<file path="src/rtl/video_uart_pkg.sv">
// Shared types and constants for the UART-driven video RAM loader.
package video_uart_pkg;

  // Loader FSM states; every byte-consuming state waits on rx_valid.
  typedef enum logic [3:0] {
    IDLE,
    ADDR_L,
    ADDR_H,
    CNT_L,
    CNT_H,
    COLOR,
    DATA_L,
    DATA_H,
    WRITE,
    DISCARD
  } state_e;

  localparam logic [7:0] CMD_FILL  = 8'h01;  // one attribute byte, then char bytes
  localparam logic [7:0] CMD_WORDS = 8'h02;  // full {attr,char} words, low byte first
  localparam logic [7:0] MODE_BASE = 8'h30;  // first mode-select byte
  localparam logic [7:0] MODE_LAST = 8'h36;  // last mode-select byte

  // Mode-select byte to video mode register value.
  function automatic logic [7:0] mode_decode(input logic [7:0] b);
    logic [7:0] m;
    m = 8'h00;
    case (b)
      MODE_BASE + 8'd0: m = 8'h00;
      MODE_BASE + 8'd1: m = 8'h01;
      MODE_BASE + 8'd2: m = 8'h02;
      MODE_BASE + 8'd3: m = 8'h03;
      MODE_BASE + 8'd4: m = 8'h07;
      MODE_BASE + 8'd5: m = 8'h0F;
      MODE_BASE + 8'd6: m = 8'h10;
      default:          m = 8'h00;
    endcase
    return m;
  endfunction

endpackage

</file>
<file path="src/rtl/uart_timeout.sv">
// Inter-byte idle counter: counts cycles since the last clear and flags
// expire once CYCLES cycles have elapsed (holds there until cleared).
module uart_timeout #(
  parameter int CYCLES = 27000000
) (
  input  logic I_clk,
  input  logic rst_n,
  input  logic clear,
  output logic expire
);

  localparam int              W     = $clog2(CYCLES + 1);
  localparam logic [W-1:0]    LIMIT = W'(CYCLES);

  logic [W-1:0] cnt_q, cnt_d;

  // Next count: clear wins, otherwise count up and saturate at the limit.
  always_comb begin
    cnt_d = cnt_q;
    if (clear)              cnt_d = '0;
    else if (cnt_q != LIMIT) cnt_d = cnt_q + 1'b1;
  end

  // Counter register.
  always_ff @(posedge I_clk or negedge rst_n) begin
    if (!rst_n) cnt_q <= '0;
    else        cnt_q <= cnt_d;
  end

  assign expire = (cnt_q == LIMIT);

endmodule

</file>
<file path="src/rtl/uart_vram_loader.sv">
// Parses a byte stream from a UART receiver into video RAM writes and mode
// register updates, echoing every received byte back to the transmitter.
module uart_vram_loader
  import video_uart_pkg::*;
#(
  parameter int CLK_FRE    = 27,
  parameter int TIMEOUT_MS = 1000
) (
  input  logic        I_clk,
  input  logic        rst_n,
  input  logic [7:0]  rx_data,
  input  logic        rx_valid,
  output logic [7:0]  tx_data,
  output logic        tx_valid,
  input  logic        tx_ready,
  output logic        vwe_n,
  output logic [15:0] wr_addr,
  output logic [15:0] wr_data,
  output logic [7:0]  mode,
  output logic        mode_we,
  output logic        busy
);

  localparam int TO_CYCLES = CLK_FRE * 1000 * TIMEOUT_MS;

  // Reset asserts immediately but releases on a clock edge.
  logic [1:0] rst_sync_q;
  logic       rst_sync_n;

  // Two-flop reset release synchroniser.
  always_ff @(posedge I_clk or negedge rst_n) begin
    if (!rst_n) rst_sync_q <= 2'b00;
    else        rst_sync_q <= {rst_sync_q[0], 1'b1};
  end
  assign rst_sync_n = rst_sync_q[1];

  state_e      state_q, state_d;
  logic [7:0]  type_q, type_d;
  logic [15:0] addr_q, addr_d;
  logic [15:0] cnt_q, cnt_d;
  logic [15:0] data_q, data_d;
  logic        vwe_n_q, vwe_n_d;
  logic [7:0]  mode_q, mode_d;
  logic        mode_we_q, mode_we_d;
  logic [7:0]  tx_data_q, tx_data_d;
  logic        tx_valid_q, tx_valid_d;
  logic        to_clear, to_expire;

  // Idle time only matters mid-transaction; any byte restarts the window.
  assign to_clear = rx_valid || (state_q == IDLE);

  uart_timeout #(.CYCLES(TO_CYCLES)) u_timeout (
    .I_clk  (I_clk),
    .rst_n  (rst_sync_n),
    .clear  (to_clear),
    .expire (to_expire)
  );

  // Next-state and datapath decode for the loader FSM and echo path.
  always_comb begin
    state_d    = state_q;
    type_d     = type_q;
    addr_d     = addr_q;
    cnt_d      = cnt_q;
    data_d     = data_q;
    mode_d     = mode_q;
    mode_we_d  = 1'b0;
    tx_data_d  = tx_data_q;
    tx_valid_d = tx_valid_q;

    // Echo: a new byte always overwrites, even during a tx handshake.
    if (rx_valid) begin
      tx_data_d  = rx_data;
      tx_valid_d = 1'b1;
    end else if (tx_valid_q && tx_ready) begin
      tx_valid_d = 1'b0;
    end

    case (state_q)
      IDLE: if (rx_valid) begin
        if (rx_data < MODE_BASE) begin
          type_d  = rx_data;
          state_d = ADDR_L;
        end else if (rx_data <= MODE_LAST) begin
          mode_d    = mode_decode(rx_data);
          mode_we_d = 1'b1;
        end
      end
      ADDR_L: if (rx_valid) begin
        addr_d[7:0] = rx_data;
        state_d     = ADDR_H;
      end
      ADDR_H: if (rx_valid) begin
        addr_d[15:8] = rx_data;
        state_d      = CNT_L;
      end
      CNT_L: if (rx_valid) begin
        cnt_d[7:0] = rx_data;
        state_d    = CNT_H;
      end
      CNT_H: if (rx_valid) begin
        cnt_d[15:8] = rx_data;
        if (type_q == CMD_FILL)       state_d = COLOR;
        else if (type_q == CMD_WORDS) state_d = DATA_L;
        else                          state_d = DISCARD;
      end
      COLOR: if (rx_valid) begin
        data_d[15:8] = rx_data;
        state_d      = DATA_L;
      end
      // Fill mode reuses DATA_L for its char bytes: one byte per write.
      DATA_L: if (rx_valid) begin
        data_d[7:0] = rx_data;
        state_d     = (type_q == CMD_FILL) ? WRITE : DATA_H;
      end
      DATA_H: if (rx_valid) begin
        data_d[15:8] = rx_data;
        state_d      = WRITE;
      end
      // Strobe cycle; a byte landing here would be lost, but UART byte
      // spacing makes that impossible at any sane baud rate.
      WRITE: begin
        addr_d = addr_q + 16'd1;
        if (cnt_q == 16'd0) begin
          state_d = IDLE;
        end else begin
          cnt_d   = cnt_q - 16'd1;
          state_d = DATA_L;
        end
      end
      DISCARD: ;
      default: state_d = IDLE;
    endcase

    // Idle timeout abandons the transaction; a byte in the same cycle wins.
    if (state_q != IDLE && to_expire && !rx_valid) state_d = IDLE;

    vwe_n_d = (state_d != WRITE);
  end

  // State and output registers.
  always_ff @(posedge I_clk or negedge rst_sync_n) begin
    if (!rst_sync_n) begin
      state_q    <= IDLE;
      type_q     <= 8'h00;
      addr_q     <= 16'h0000;
      cnt_q      <= 16'h0000;
      data_q     <= 16'h0000;
      vwe_n_q    <= 1'b1;
      mode_q     <= 8'h00;
      mode_we_q  <= 1'b0;
      tx_data_q  <= 8'h00;
      tx_valid_q <= 1'b0;
    end else begin
      state_q    <= state_d;
      type_q     <= type_d;
      addr_q     <= addr_d;
      cnt_q      <= cnt_d;
      data_q     <= data_d;
      vwe_n_q    <= vwe_n_d;
      mode_q     <= mode_d;
      mode_we_q  <= mode_we_d;
      tx_data_q  <= tx_data_d;
      tx_valid_q <= tx_valid_d;
    end
  end

  assign tx_data  = tx_data_q;
  assign tx_valid = tx_valid_q;
  assign vwe_n    = vwe_n_q;
  assign wr_addr  = addr_q;
  assign wr_data  = data_q;
  assign mode     = mode_q;
  assign mode_we  = mode_we_q;
  assign busy     = (state_q != IDLE);

endmodule
</file>
<file path="config.mk">
export PLATFORM = sky130hd
export DESIGN_NAME = uart_vram_loader
export DESIGN_NICKNAME = d
export VERILOG_FILES = /design/src/rtl/video_uart_pkg.sv /design/src/rtl/uart_timeout.sv /design/src/rtl/uart_vram_loader.sv
export SDC_FILE = /design/constraint.sdc
export NUM_CORES = 1
export LEC_CHECK = 0
export CAP_MARGIN = 25
export CORE_MARGIN = 2
export CORE_UTILIZATION = 25
export CTS_CLUSTER_SIZE = 14
export DETAILED_ROUTE_END_ITERATION = 6
export PLACE_DENSITY_LB_ADDON = 0.2
export SLEW_MARGIN = 40
export SYNTH_ARGS = -nofsm -noshare
export SYNTH_HDL_FRONTEND = slang
export SYNTH_SLANG_ARGS = --single-unit
export TNS_END_PERCENT = 1
</file>
<file path="constraint.sdc">
create_clock -name I_clk -period 7.4 [get_ports I_clk]
set_input_delay 1.48 -clock I_clk [delete_from_list [all_inputs] [get_ports I_clk]]
set_output_delay 1.48 -clock I_clk [all_outputs]
set_load 0.005 [all_outputs]
</file>
# After elaboration in Yosys (flattened, before gate mapping)

Index checks and enable logic that the tools add are counted.
Widths: inputs -> output; s select.

Flip-flop bits (word level): 106
Latch bits: 0
RAM bits: 0
Bits in read-only memories: 0
Input bits: 12
Output and inout port bits: 52
Logic and storage cells: 99
Memories: 0

Add/subtract/negate cells: 3
$mul: 0
Divide/modulo/power cells: 0
$lt $le $gt $ge: 2
Eq/ne operators: 25
Shift-type cells: 0
Multiplexer cells: 30
Bitwise logic cells: 1
Reduce and logical (&&, ||, !) cells: 23

Operator list:

| kind                  | number |
|---|---|
| $pmux 8 s2            | 4 |
| $mux 4                | 13 |
| $mux 25               | 2 |
| $eq 8x6->1 const B    | 6 |
| $pmux 4 s10           | 1 |
| $pmux 5 s6            | 1 |
| $add 25x1->25 const B | 1 |
| $eq 25x25->1 const B  | 1 |
| $ne 25x25->1 const B  | 1 |
| $add 16x1->16 const B | 1 |
| $eq 4x3->1 const B    | 4 |
| $logic_not 16->1      | 1 |
| $mux 16               | 1 |
| $sub 16x1->16 const B | 1 |
| $reduce_bool 2->1     | 6 |
| $ne 2x2->1 const B    | 5 |
| $reduce_and 3->1      | 3 |
| $eq 4x2->1 const B    | 2 |
| $eq 4x4->1 const B    | 2 |
| $eq 8x1->1 const B    | 1 |
| $eq 8x2->1 const B    | 1 |
| $le 8x6->1 const B    | 1 |
| $lt 8x6->1 const B    | 1 |
| $mux 8                | 1 |
| other kinds (13)      | 23 |

# Logic depth before layout (Yosys ltp)

Gate-level depths: netlist (run 1).

Word-level depth: 7
Mapped depth: 8
Gate-level depth less buffers: 7

# Cells and area by module

Synthesis (run 1) repeated with hierarchy kept, for this count alone.

Cells, all modules: 553
Area, all modules: 5338.9 sq um

By module, submodules not included:

| module           | instances | cells each | area each (sq um) | seq. area each (sq um) |
|---|---|---|---|---|
| uart_vram_loader | 1         | 401        | 3948.8            | 1953.1 |
| uart_timeout     | 1         | 152        | 1390.1            | 625.6 |

# Worst setup path before layout (run 1)

No wires, ideal clock.

Kind: input to register
From: input rx_valid
To: register addr_q[9], in the netlist wr_addr[9]
Library setup time: 99 ps
Arrival time: 2717 ps
Data required time: 7301 ps
Path slack: 4584 ps
Stages: 7
Buffers on the path: 2
Cell sequence: clkbuf_1 -> nand2_1 -> or4_1 -> clkbuf_1 -> nand2_1 -> a21oi_1 -> a311oi_1

Cells in the longest elaborated chain, start to end: 2

RTL lines:

| what                              | RTL line                | source |
|---|---|---|
| start: declaration                | uart_vram_loader.sv:12  | `input logic rx_valid,` |
| $ne 2x2->1 (no source line)       | n/a                     |  |
| $reduce_and 2->1 (no source line) | n/a                     |  |
| end signal: assignment            | uart_vram_loader.sv:157 | `addr_q <= addr_d;` |
| end: declaration                  | uart_vram_loader.sv:39  | `logic [15:0] addr_q, addr_d;` |

Every way passes these cells.
A chain may end at the register's enable or synchronous reset.

# Worst setup path in the final report (run 1)

From: register state_q[0]
To: output busy

Cells in the longest elaborated chain, start to end: 1

RTL lines:

| what                     | RTL line                | source |
|---|---|---|
| start: declaration       | uart_vram_loader.sv:37  | `state_e state_q, state_d;` |
| start signal: assignment | uart_vram_loader.sv:155 | `state_q <= state_d;` |
| $reduce_bool 4->1        | uart_vram_loader.sv:175 | `assign busy = (state_q != IDLE);` |
| end: declaration         | uart_vram_loader.sv:21  | `output logic busy` |

Every way passes these cells.

==> results, run 1 <==
- The flow ran to the end, and the final reports show no timing, DRC or antenna violations.
- At the end of routability-driven placement, the weighted congestion stood at about 0.79.
- The number of optimization iterations in the first detailed-route pass is 5.
- The floorplan has 53 rows.
- In the layout the commonest cells are dfrtp_1, clkdlybuf4s50_1, nor2_1.
- TritonCTS created 9 clock buffers.
- The die covers around 22000 µm².
- The number of hold buffers added after CTS was 0.
- The overall die height is ~150 µm.
- The number of pins exceeding their max-slew limit in the final report is 0.
- Detailed routing inserted a total of roughly 4300 vias.
- The insertion delay to the later sink of the worst-skew pair is roughly 0.36 ns.
- The kind of end point of the critical path is a primary output.
- The signed area change from the synthesized netlist to the final layout is 22.3%.
- Timing would allow up to 0.281 GHz.
- The proportion of register bits with asynchronous set or reset after synthesis is 100%.
- The final count of negative-setup-slack endpoints is 0.
- Dividing the final minimum period by the clock period gives 48.2%.
- The combined area of the multi-input logic cells is between 2000 and 3000 µm².
- The detail-routed net length per standard cell is ~16 µm.
- Walking the worst path, the cells encountered are nor4_4, inv_1, clkdlybuf4s50_1.
- The cell area after technology mapping is roughly 5300 µm².
- The clock sink total is about 100.
- The detail route stage leaves a number of antenna-violating nets equal to 0.
- The worst reg2reg path endpoint is cnt_q[10]$_DFFE_PN0P_.
- The worst-case setup margin in the final layout is 3.84 ns.
- For this run the aggregate overflow at the end of global routing stands at 0.
- The number of remaining DRC errors is 0.
- The number of flops mapped to enable cells by yosys is 0.
- The region available for standard cell placement spans between 20000 and 25000 µm².
- Sequential cells were found to cover between 40 and 50% of the synthesized design area.
- The worst-case setup slack after placement is roughly 3.7 ns.
- During I/O placement, the number of pins put on the boundary was 64.
- The worst register-to-register path has a setup slack of approximately 5 ns.
- The worst supply voltage drop on vdd is roughly 0.13 mV.
- In this run, the number of DRC markers left after iteration 0 of detailed routing was approximately 280.
- The cell type group with the largest total delay on the critical path is flip-flops.
- The number of vias per cell is between 4 and 5.
- The most common library cell in the layout ignoring fill and taps is dfrtp_1.
- The number of buffers inserted by post-CTS setup repair is 0.
- The clock tree from TritonCTS is done.
- Setup repair after global routing left no endpoint under its margin.
- The final net count is ~610.
- The largest single stage delay on the critical path is a little over 0.6 ns.
- Subtracting the final worst setup slack from the clock period gives between 3 and 4 ns.
- The summed negative setup slack over all endpoints is 0 ns.
- 0 antenna diodes ended up in the layout.
- The worst path buffer plus inverter count is 2.
- The startpoint-to-endpoint class of the critical path is flip-flop to primary output.
- The number of maximum-capacitance constraint violations is 0.
- Across the routed clock network, the largest skew measured is around 0.0079 ns.
- The biggest fanout along the worst timing path is 18.
- The global-route usage over all layers is 12.8%.
- The count of buffers added on input and output ports is 60.
- The area of all sequential standard cells is around 2600 µm².
- The worst path arrival time is 2.08 ns.
- The first global-routing pass estimated between 20000 and 25000 µm of wire.
- The via count of the first global-routing pass is ~4100.
- The number of synthesis warnings is 0.
- The number of hold violations in the final report is 0.
- The initial antenna violation count came to 0.
- The power density over the cells is 328 nW/µm².
- The post-detailed-placement cell area is 6160 µm².
- The worst setup path is launched from a flip-flop.
- The length in cells of the worst reg-to-reg path is 7.
- The synthesized netlist cell count is around 550.
- The number of unique standard cell types used by synthesis is 59.
- The total of cells resized after clock tree synthesis is 0.
- The share of final-layout standard cells stronger than drive strength 1 is about an eighth.
- At the worst endpoint, the required time is slightly below 6 ns.
- The worst relative slew slack is 49.1%.
- The initial utilization of the core area, before any placement, comes to between 20% and 30%.
- Summed over all cells, the static leakage comes to 2.53 nW.
- The total length of routed wires is approximately 14000 µm.
- The HPWL after detailed placement is 9550 µm.
- The horizontal die dimension is around 150 µm.
- The reg-to-reg startpoint is cnt_q[0]$_DFFE_PN0P_.
- Entering global routing, the biggest net connects 77 pins.
- In this run the number of H-tree levels came out at 3.
- The root cell of the clock tree is clkbuf_16.
- Cells fill ~31% of the core in the end.
- The measured slew at the worst slew-check pin is 0.762 ns.
- Clock-pin slew was measured on the worst setup and hold paths at ~0.070 ns.
- The worst min-delay path class is flip-flop to asynchronous set/reset pin.
- The synthesized area divided by synthesized cell count is between 9 and 10 µm².
- On the critical path, the stage with the largest delay is an instance of dfrtp_1.
- Among all flip-flop cells after synthesis, the most frequent one is dfrtp_1.
- The synthesis-stage register bit count is between 100 and 150.
- Counting the fill cells in the layout gives 2168.
- Once layout is done, the placed cells without fillers occupy between 6000 and 7000 µm².
- The maximum count of clock buffers along a single path is 2.
[Yosys cell counts (6+ instances only)]
master | instances | area [µm²]
dfrtp_1 | 102 | 2550
nor2_1 | 58 | 218
xor2_1 | 19 | 166
nand2_1 | 53 | 199
nand2b_1 | 8 | 50.1
a21o_1 | 6 | 45.0
nand3_1 | 28 | 140
o22ai_1 | 12 | 75.1
nand4_1 | 13 | 81.3
mux2_2 | 33 | 372
buf_2 | 9 | 45.0
nor4_1 | 8 | 50.1
inv_1 | 12 | 45.0
clkbuf_1 | 17 | 63.8
a21oi_1 | 39 | 195
nor3_1 | 8 | 40.0
o21ai_0 | 20 | 100
[how the worst max path moves through the flow]
stage                            startpoint                       to  slack (ns)  cells past startpoint
finish                 state_q[0]$_DFF_PN0_                     busy        3.84                      3
global route           state_q[0]$_DFF_PN0_                     busy        3.73                      3
CTS                    state_q[0]$_DFF_PN0_                     busy        3.83                      3
detailed placement                 rx_valid  wr_addr[15]$_DFFE_PN0P_        3.71                      7
global placement                   rx_valid     state_q[2]$_DFF_PN0_        3.78                      6
floorplan           rst_sync_q[1]$_DFF_PN0_     cnt_q[0]$_DFFE_PN0P_        4.32                      0
[per-layer routing]
| layer | vias up | part of all wire [%] | GRT usage, % |
|---|---|---|---|
| li1 | 2039 | - | - |
| met1 | 2108 | 47 | 18.0 |
| met2 | 124 | 47 | 19.8 |
| met3 | 6 | 6.0 | 3.57 |
| met4 | 0 | 0.66 | 2.52 |
| met5 | - | 0 | 0 |
[layout make-up]
class / instances / share of cell area (%)
Clock inverter: 6 / 1.18
Sequential cell: 103 / 39.9
Multi-Input combinational cell: 399 / 39.3
Clock buffer: 9 / 3.48
Tap cell: 275 / 5.32
Inverter: 12 / 0.697
Timing Repair Buffer: 66 / 10.0
[kinds of logic (layout without fill, tap and decap cells)]
group / Yosys count / in the layout / share of synthesized area [%]
adder cells (fa/ha/maj): 5 / 5 / 1.18
XOR/XNOR: 24 / 24 / 3.98
other: 2 / 4 / 0.142
flip-flops: 103 / 103 / 48.8
AO/OA/AOI/OAI: 114 / 114 / 13.6
buffers and inverters: 45 / 93 / 3.90
multiplexers: 36 / 36 / 7.60
AND/OR/NAND/NOR: 216 / 216 / 20.8
[sequential cells by signal, indices dropped and copies added (netlist names), 2 cells and up]
register and cells:
u_timeout.cnt_q 25, cnt_q 16, wr_addr 16, wr_data 16, tx_data 8, type_q 8, mode 5, state_q 4
rst_sync_q 2
[power by group]
part	total [mW]	switching, mW	internal, mW	leakage [nW]
logic	0.702	0.318	0.384	1.10
registers	0.931	0.201	0.730	1.28
clock network	0.490	0.223	0.267	0.148
total	2.12	0.742	1.38	2.53
[through the flow]
stage,total power [mW],std cells,hold slack [ns]
floorplan,1.31,547,0.331
global placement,1.62,855,0.246
detailed placement,1.65,855,0.250
CTS,2.15,870,0.259
global route,2.28,870,0.275
finish,2.12,870,0.237
Note: power is estimated with default switching activity, not from simulation.
==> run 2: changes to the inputs <==
- clock period: 7.4 -> 3.5 ns (I/O delays scaled with it)
==> run 2 against run 1 <==
Wire length is 0.35% higher. Sequential share of layout area down 0.50 points. Worst hold slack gained 0.018 ns. Flip-flop and latch count stayed put. Die area is the same. Sequential power increased by 110%. First-iteration DRC count fell by 28%. Critical path type unchanged.
==> results, run 2 (synthesized netlist as in run 1, its figures left out) <==
- The biggest fanout along the worst timing path is 18 (unchanged).
- The insertion delay to the later sink of the worst-skew pair is 0.36 ns (about the same).
- The number of fill cells was 2155 (-0.60%).
- The cell sitting at the root of the clock tree is a clkbuf_16.
- The number of buffers created by CTS was 9 (unchanged).
- The cell row count is 53 (unchanged).
- The worst relative slew slack is 55.0% (+5.9 points).
- The placer congestion estimate is 0.812 (+2.6%).
- The measured slew at the worst slew-check pin is 0.669 ns (-0.0925 ns).
- The horizontal die dimension was 149 µm (unchanged).
- The global route total overflow was 0 (unchanged).
- The HPWL after detailed placement is 9840 µm (+3.0%).
- The register with the most flip-flops in the final layout is u_timeout.cnt_q.
- The post-detailed-placement cell area was 6270 µm² (+1.8%).
- The starting density of the core came to 25.3% (unchanged).
- The number of maximum-capacitance constraint violations is 0 (unchanged).
- The worst supply voltage drop on vdd was 0.256 mV (+100%).
- The number of top-level pins was 64 (unchanged).
- The global-route usage over all layers is 12.8% (+0.027 points).
- The post-route core utilization is 31.4% (+0.40 points).
- Setup repair after global routing left no endpoint under its margin.
- In this run the most used layer during global routing was met2.
- The power consumption is 4.43 mW (+110%).
- The clock tree from TritonCTS is done.
- The summed negative setup slack over all endpoints is 0 ns (unchanged).
- The fraction of met1 tracks used by global routing is 18.6% (+0.65 points).
- The initial antenna violation count is 0 (unchanged).
- The number of pins exceeding their max-slew limit in the final report came to 0 (unchanged).
- The global routing met2 resource utilization is 19.1% (-0.71 points).
- The clock period minus final worst setup slack is between 2 and 3 ns.
- The count of antenna diodes in the layout is 0 (unchanged).
- The global-route wire length before repair is 22500 µm (-0.24%).
- The final count of negative-setup-slack endpoints is 0 (unchanged).
- The register clock-pin slew on the reported worst setup and hold paths was 0.08 ns (about the same).
- The number of flip-flops in the largest register is 25 (unchanged).
- The worst min-delay path class is flip-flop to asynchronous set/reset pin.
- The number of hold buffers added after CTS was 0 (unchanged).
- The number of H-tree levels is 3 (unchanged).
- The post-detailed-route count of antenna-violating nets is 0 (unchanged).
- The final net count is 621 (+2.1%).
- The overall die height was 149 µm (unchanged).
- From synthesis to final layout, the design area changed by 23.9%.
- The total leakage power is 2.59 nW (+2.3%).
- The maximum clock frequency is 0.366 GHz.
- The number of buffers inserted by port buffering came to 60 (unchanged).
- The total length of routed wires is 13800 µm (+0.35%).
- The post-route worst hold slack is 0.256 ns (+0.0184 ns).
- The area of all placed cells without fillers is 6550 µm² (+1.3%).
- The number of buffers inserted by post-CTS setup repair is 0 (unchanged).
- The worst-case setup slack after placement is 0.686 ns (-3.02 ns).
- The worst-case setup margin in the final layout is 0.765 ns (-3.07 ns).
- The share of final-layout standard cells stronger than drive strength 1 came to 14.0% (+1.4 points).
- The final setup skew is 0.0107 ns (+0.00287 ns).
- The power density over the cells came to 676 nW/µm² (+110%).
- The final cell count without fillers is 884 (+1.6%).
- The number of placed instances with taps included came to 868 (+1.5%).
- The clock sink total is 103 (unchanged).
- The global-route met3 utilization came to 3.08% (-0.49 points).
- The number of optimization iterations in the first detailed-route pass is 4 (-1).
- The flow ran to the end, and the final reports show no timing, DRC or antenna violations.
- The total of cells resized after clock tree synthesis was 0 (unchanged).
- The critical path startpoint category is a flip-flop.
- The most common library cell in the layout ignoring fill and taps is dfrtp_1.
- STA classifies the critical path endpoint as a primary output.
- The maximum number of pins on one net before global-route repair came to 33 (-57%).
- The number of remaining DRC errors is 0 (unchanged).
- The detail-routed net length per standard cell is 15.6 µm (-1.2%).
- The number of vias per cell is 4.88 (-0.64%).
- The core area was 20900 µm² (unchanged).
- The maximum count of clock buffers along a single path is 2 (unchanged).
- The die footprint is 22300 µm² (unchanged).
- The via count of the first global-routing pass came to 4149 (+0.53%).
- The violation count after the first detailed-routing iteration is 197 (-28%).
- The worst path arrival time is 2.03 ns (-0.05 ns).
- The vias after detailed routing is 4318 (+0.96%).
- The critical path is of the flip-flop to primary output type.
- The data required time at the worst endpoint is 2.80 ns (-3.12 ns).
- The number of hold violations in the final report is 0 (unchanged).
- The fraction of the cycle the final worst path needs is approximately 80%.
- In the layout the commonest cells are dfrtp_1, clkdlybuf4s50_1, nor2_1.
==> run 2: critical path, stage by stage (launching register included) <==
cell and delay, ns:
dfrtp_1 0.61, nor4_4 0.52, inv_1 0.07, clkdlybuf4s50_1 0.48
==> run 2: routing by layer <==
layer  up-vias  routed length (µm)
met5         -                   0
met4         0                 186
met3        13                 672
met2        97                6180
met1      2133                6750
li1       2075                   -
==> run 2: final timing paths <==
kind                                          from                      end  slack [ns]  cells past startpoint
max reg2reg                   state_q[0]$_DFF_PN0_     cnt_q[4]$_DFFE_PN0P_        1.16                      5
min reg2reg                rst_sync_q[1]$_DFF_PN0_      mode[1]$_DFFE_PN0P_        0.26                      0
min in group I_clk         rst_sync_q[0]$_DFF_PN0_  rst_sync_q[1]$_DFF_PN0_        0.36                      0
min                        rst_sync_q[1]$_DFF_PN0_      mode[1]$_DFFE_PN0P_        0.26                      0
max in group asynchronous  rst_sync_q[1]$_DFF_PN0_    cnt_q[15]$_DFFE_PN0P_        2.18                      3
max                           state_q[0]$_DFF_PN0_                     busy        0.77                      3
==> run 2: final cells by class <==
cell class / instances / area, µm² / share of cell area, %
Sequential cell: 103 / 2580 / 39.4
Clock inverter: 6 / 52.6 / 0.802
Multi-Input combinational cell: 399 / 2530 / 38.6
Clock buffer: 10 / 229 / 3.50
Tap cell: 275 / 344 / 5.25
Inverter: 12 / 45.0 / 0.688
Timing Repair Buffer: 79 / 768 / 11.7
==> run 2: where the power goes <==
part	internal [mW]	switching [mW]
Clock	0.494	0.476
Sequential	1.54	0.418
Combinational	0.828	0.667
Total	2.87	1.56
==> run 3: changes to the inputs <==
- clock period: 3.5 -> 2.7 ns (I/O delays scaled with it)
==> run 3 against run 2 <==
Clock power grew 33%. Clock-buffer cell count is the same. Critical path depth is the same. Sequential share of layout area shrank 0.13 points. Register-to-register slack lost 0.66 ns. Clock skew grew 0.0031 ns. Flip-flop and latch count is the same. Sequential power grew 30%. Combinational power grew 35%. Critical path type unchanged.
==> results, run 3 (synthesized netlist as in run 1, its figures left out) <==
- The run finished with clean final reports.
- The share of final-layout standard cells stronger than drive strength 1 is 14.5% (+0.51 points).
- The power density over the cells is 888 nW/µm² (+31%).
- The biggest fanout along the worst timing path is 11 (-7).
- The area of all placed cells without fillers was 6570 µm² (+0.32%).
- The number of hold buffers added after CTS is 0 (unchanged).
- The number of buffers created by CTS is 9 (unchanged).
- The data required time at the worst endpoint came to 2.16 ns (-0.64 ns).
- The cell row count was 53 (unchanged).
- The clock period minus final worst setup slack is roughly 2.4 ns.
- The total length of routed wires is 14800 µm (+7.0%).
- The number of flip-flops in the largest register is 25 (unchanged).
- The final setup skew came to 0.0138 ns (+0.00306 ns).
- The global routing met2 resource utilization came to 21.9% (+2.8 points).
- The final net count came to 627 (+0.97%).
- The post-detailed-route count of antenna-violating nets is 0 (unchanged).
- The number of remaining DRC errors is 0 (unchanged).
- The worst-case setup margin in the final layout is 0.294 ns (-0.471 ns).
- The global-route met3 utilization was 4.66% (+1.6 points).
- The worst relative slew slack is 54.9% (-0.11 points).
- The peak-usage layer in the global routing report is met2.
- The HPWL after detailed placement is 10400 µm (+5.3%).
- The post-route core utilization was 31.5% (+0.10 points).
- The core area was 20900 µm² (unchanged).
- The signal on the critical path passes through nor4_4, inv_1, clkdlybuf4s50_1.
- The number of fill cells came to 2197 (+1.9%).
- Setup repair after global routing left no endpoint under its margin.
- The root cell of the clock tree is clkbuf_16.
- The number of buffers inserted by post-CTS setup repair was 0 (unchanged).
- The worst path buffer plus inverter count is 2 (unchanged).
- The post-detailed-placement cell area is 6290 µm² (+0.34%).
- The global-route wire length before repair came to 24000 µm (+6.9%).
- The overall die height is 149 µm (unchanged).
- The initial antenna violation count is 1 (+1).
- The final count of negative-setup-slack endpoints was 0 (unchanged).
- For this design, the slowest cell found on the critical path is dfrtp_1.
- The vias after detailed routing is 4383 (+1.5%).
- The most common library cell in the layout ignoring fill and taps is dfrtp_1.
- The summed negative setup slack over all endpoints came to 0 ns (unchanged).
- The global route total overflow was 0 (unchanged).
- The number of placed instances with taps included is 874 (+0.69%).
- The global-route usage over all layers is 13.8% (+1.0 points).
- The insertion delay to the later sink of the worst-skew pair is 0.36 ns (about the same).
- The number of top-level pins is 64 (unchanged).
- The power consumption is 5.84 mW (+32%).
- The worst-case setup slack after placement is 0.261 ns (-0.425 ns).
- In this run the worst hold path is classified as input pin to asynchronous set/reset pin.
- Broken down by cell family, the worst path's largest delay share belongs to buffers and inverters.
- The register clock-pin slew on the reported worst setup and hold paths was 0.07 ns (about the same).
- The number of maximum-capacitance constraint violations is 0 (unchanged).
- The via count of the first global-routing pass is 4390 (+5.8%).
- In the layout the commonest cells are dfrtp_1, clkdlybuf4s50_1, nor2_1.
- The number of buffers inserted by port buffering is 60 (unchanged).
- The detail-routed net length per standard cell was 16.6 µm (+6.1%).
- The maximum clock frequency is between 0.4 and 0.5 GHz.
- The number of optimization iterations in the first detailed-route pass is 6 (+2).
- The worst setup path is launched from a flip-flop.
- The number of pins exceeding their max-slew limit in the final report is 0 (unchanged).
- The worst path arrival time is 1.87 ns (-0.16 ns).
- The maximum number of pins on one net before global-route repair came to 54 (+64%).
- The measured slew at the worst slew-check pin came to 0.676 ns (+0.00718 ns).
- The die footprint came to 22300 µm² (unchanged).
- The starting density of the core is 25.3% (unchanged).
- The startpoint-to-endpoint class of the critical path is flip-flop to primary output.
- The worst path uses between 80% and 90% of the clock period.
- Relative to the synthesized area, the layout overhead comes to 24.3%.
- The maximum count of clock buffers along a single path is 2 (unchanged).
- The final cell count without fillers is 891 (+0.79%).
- The register with the most flip-flops is u_timeout.cnt_q.
- The total of cells resized after clock tree synthesis was 0 (unchanged).
- The violation count after the first detailed-routing iteration is 220 (+12%).
- The placer congestion estimate was 0.817 (+0.68%).
- The horizontal die dimension came to 149 µm (unchanged).
- The total leakage power is 2.62 nW (+0.99%).
- TritonCTS built the clock tree.
- The number of H-tree levels was 3 (unchanged).
- The number of vias per cell came to 4.92 (+0.71%).
- The clock sink total is 103 (unchanged).
- The highest cell delay on the worst timing path is 0.52 ns (-0.09 ns).
- The number of hold violations in the final report came to 0 (unchanged).
- STA classifies the critical path endpoint as a primary output.
- The post-route worst hold slack is 0.333 ns (+0.0776 ns).
- The fraction of met1 tracks used by global routing is 18.3% (-0.34 points).
- The worst supply voltage drop on vdd is 0.382 mV (+50%).
==> run 3: cell count changes in the layout (fill, tap and decap cells not counted), sizes merged <==
cell,change
buf,+6
diode,+1
inv,+2
clkinv,-2
==> run 3: area by class of cell <==
cell class                 instances  area, µm²  area share [%]
sequential                       103       2580            39.3
multi-input combinational        399       2520            38.3
timing repair buffer              85        801            12.2
tap                              275        344            5.24
clock buffer                      10        229            3.49
clock inverter                     6       50.0           0.762
inverter                          12       45.0           0.686
antenna                            1       2.50          0.0381
==> run 3: metal layers <==
metal,share of wire [%],vias up
met2,47,102
li1,-,2083
met5,0,-
met3,5.5,14
met1,46,2184
met4,1.2,0
==> run 3: worst register-to-register path, delay by kind of cell, from the launching register on <==
kind,cells,cell delay [ns]
AOI/OAI and AO/OA,1,0.19
and+or+nand+nor,4,1.37
DFF,1,0.58
==> run 3: path summary, 6_finish.rpt <==
path                                              start                 endpoint  cells after the start  slack, ns
min in group I_clk              rst_sync_q[0]$_DFF_PN0_  rst_sync_q[1]$_DFF_PN0_                      0       0.36
worst max register to register     state_q[2]$_DFF_PN0_  wr_addr[12]$_DFFE_PN0P_                      5       0.50
worst max-delay path               state_q[0]$_DFF_PN0_                     busy                      3       0.29
worst min register to register  rst_sync_q[0]$_DFF_PN0_  rst_sync_q[1]$_DFF_PN0_                      0       0.36
max in group asynchronous       rst_sync_q[1]$_DFF_PN0_   wr_addr[7]$_DFFE_PN0P_                      1       1.58
worst min-delay path                              rst_n  rst_sync_q[1]$_DFF_PN0_                      1       0.33
==> run 3: power breakdown <==
| group | internal (mW) | switching [mW] |
|---|---|---|
| Clock | 0.642 | 0.647 |
| Sequential | 2.00 | 0.533 |
| Combinational | 1.10 | 0.910 |
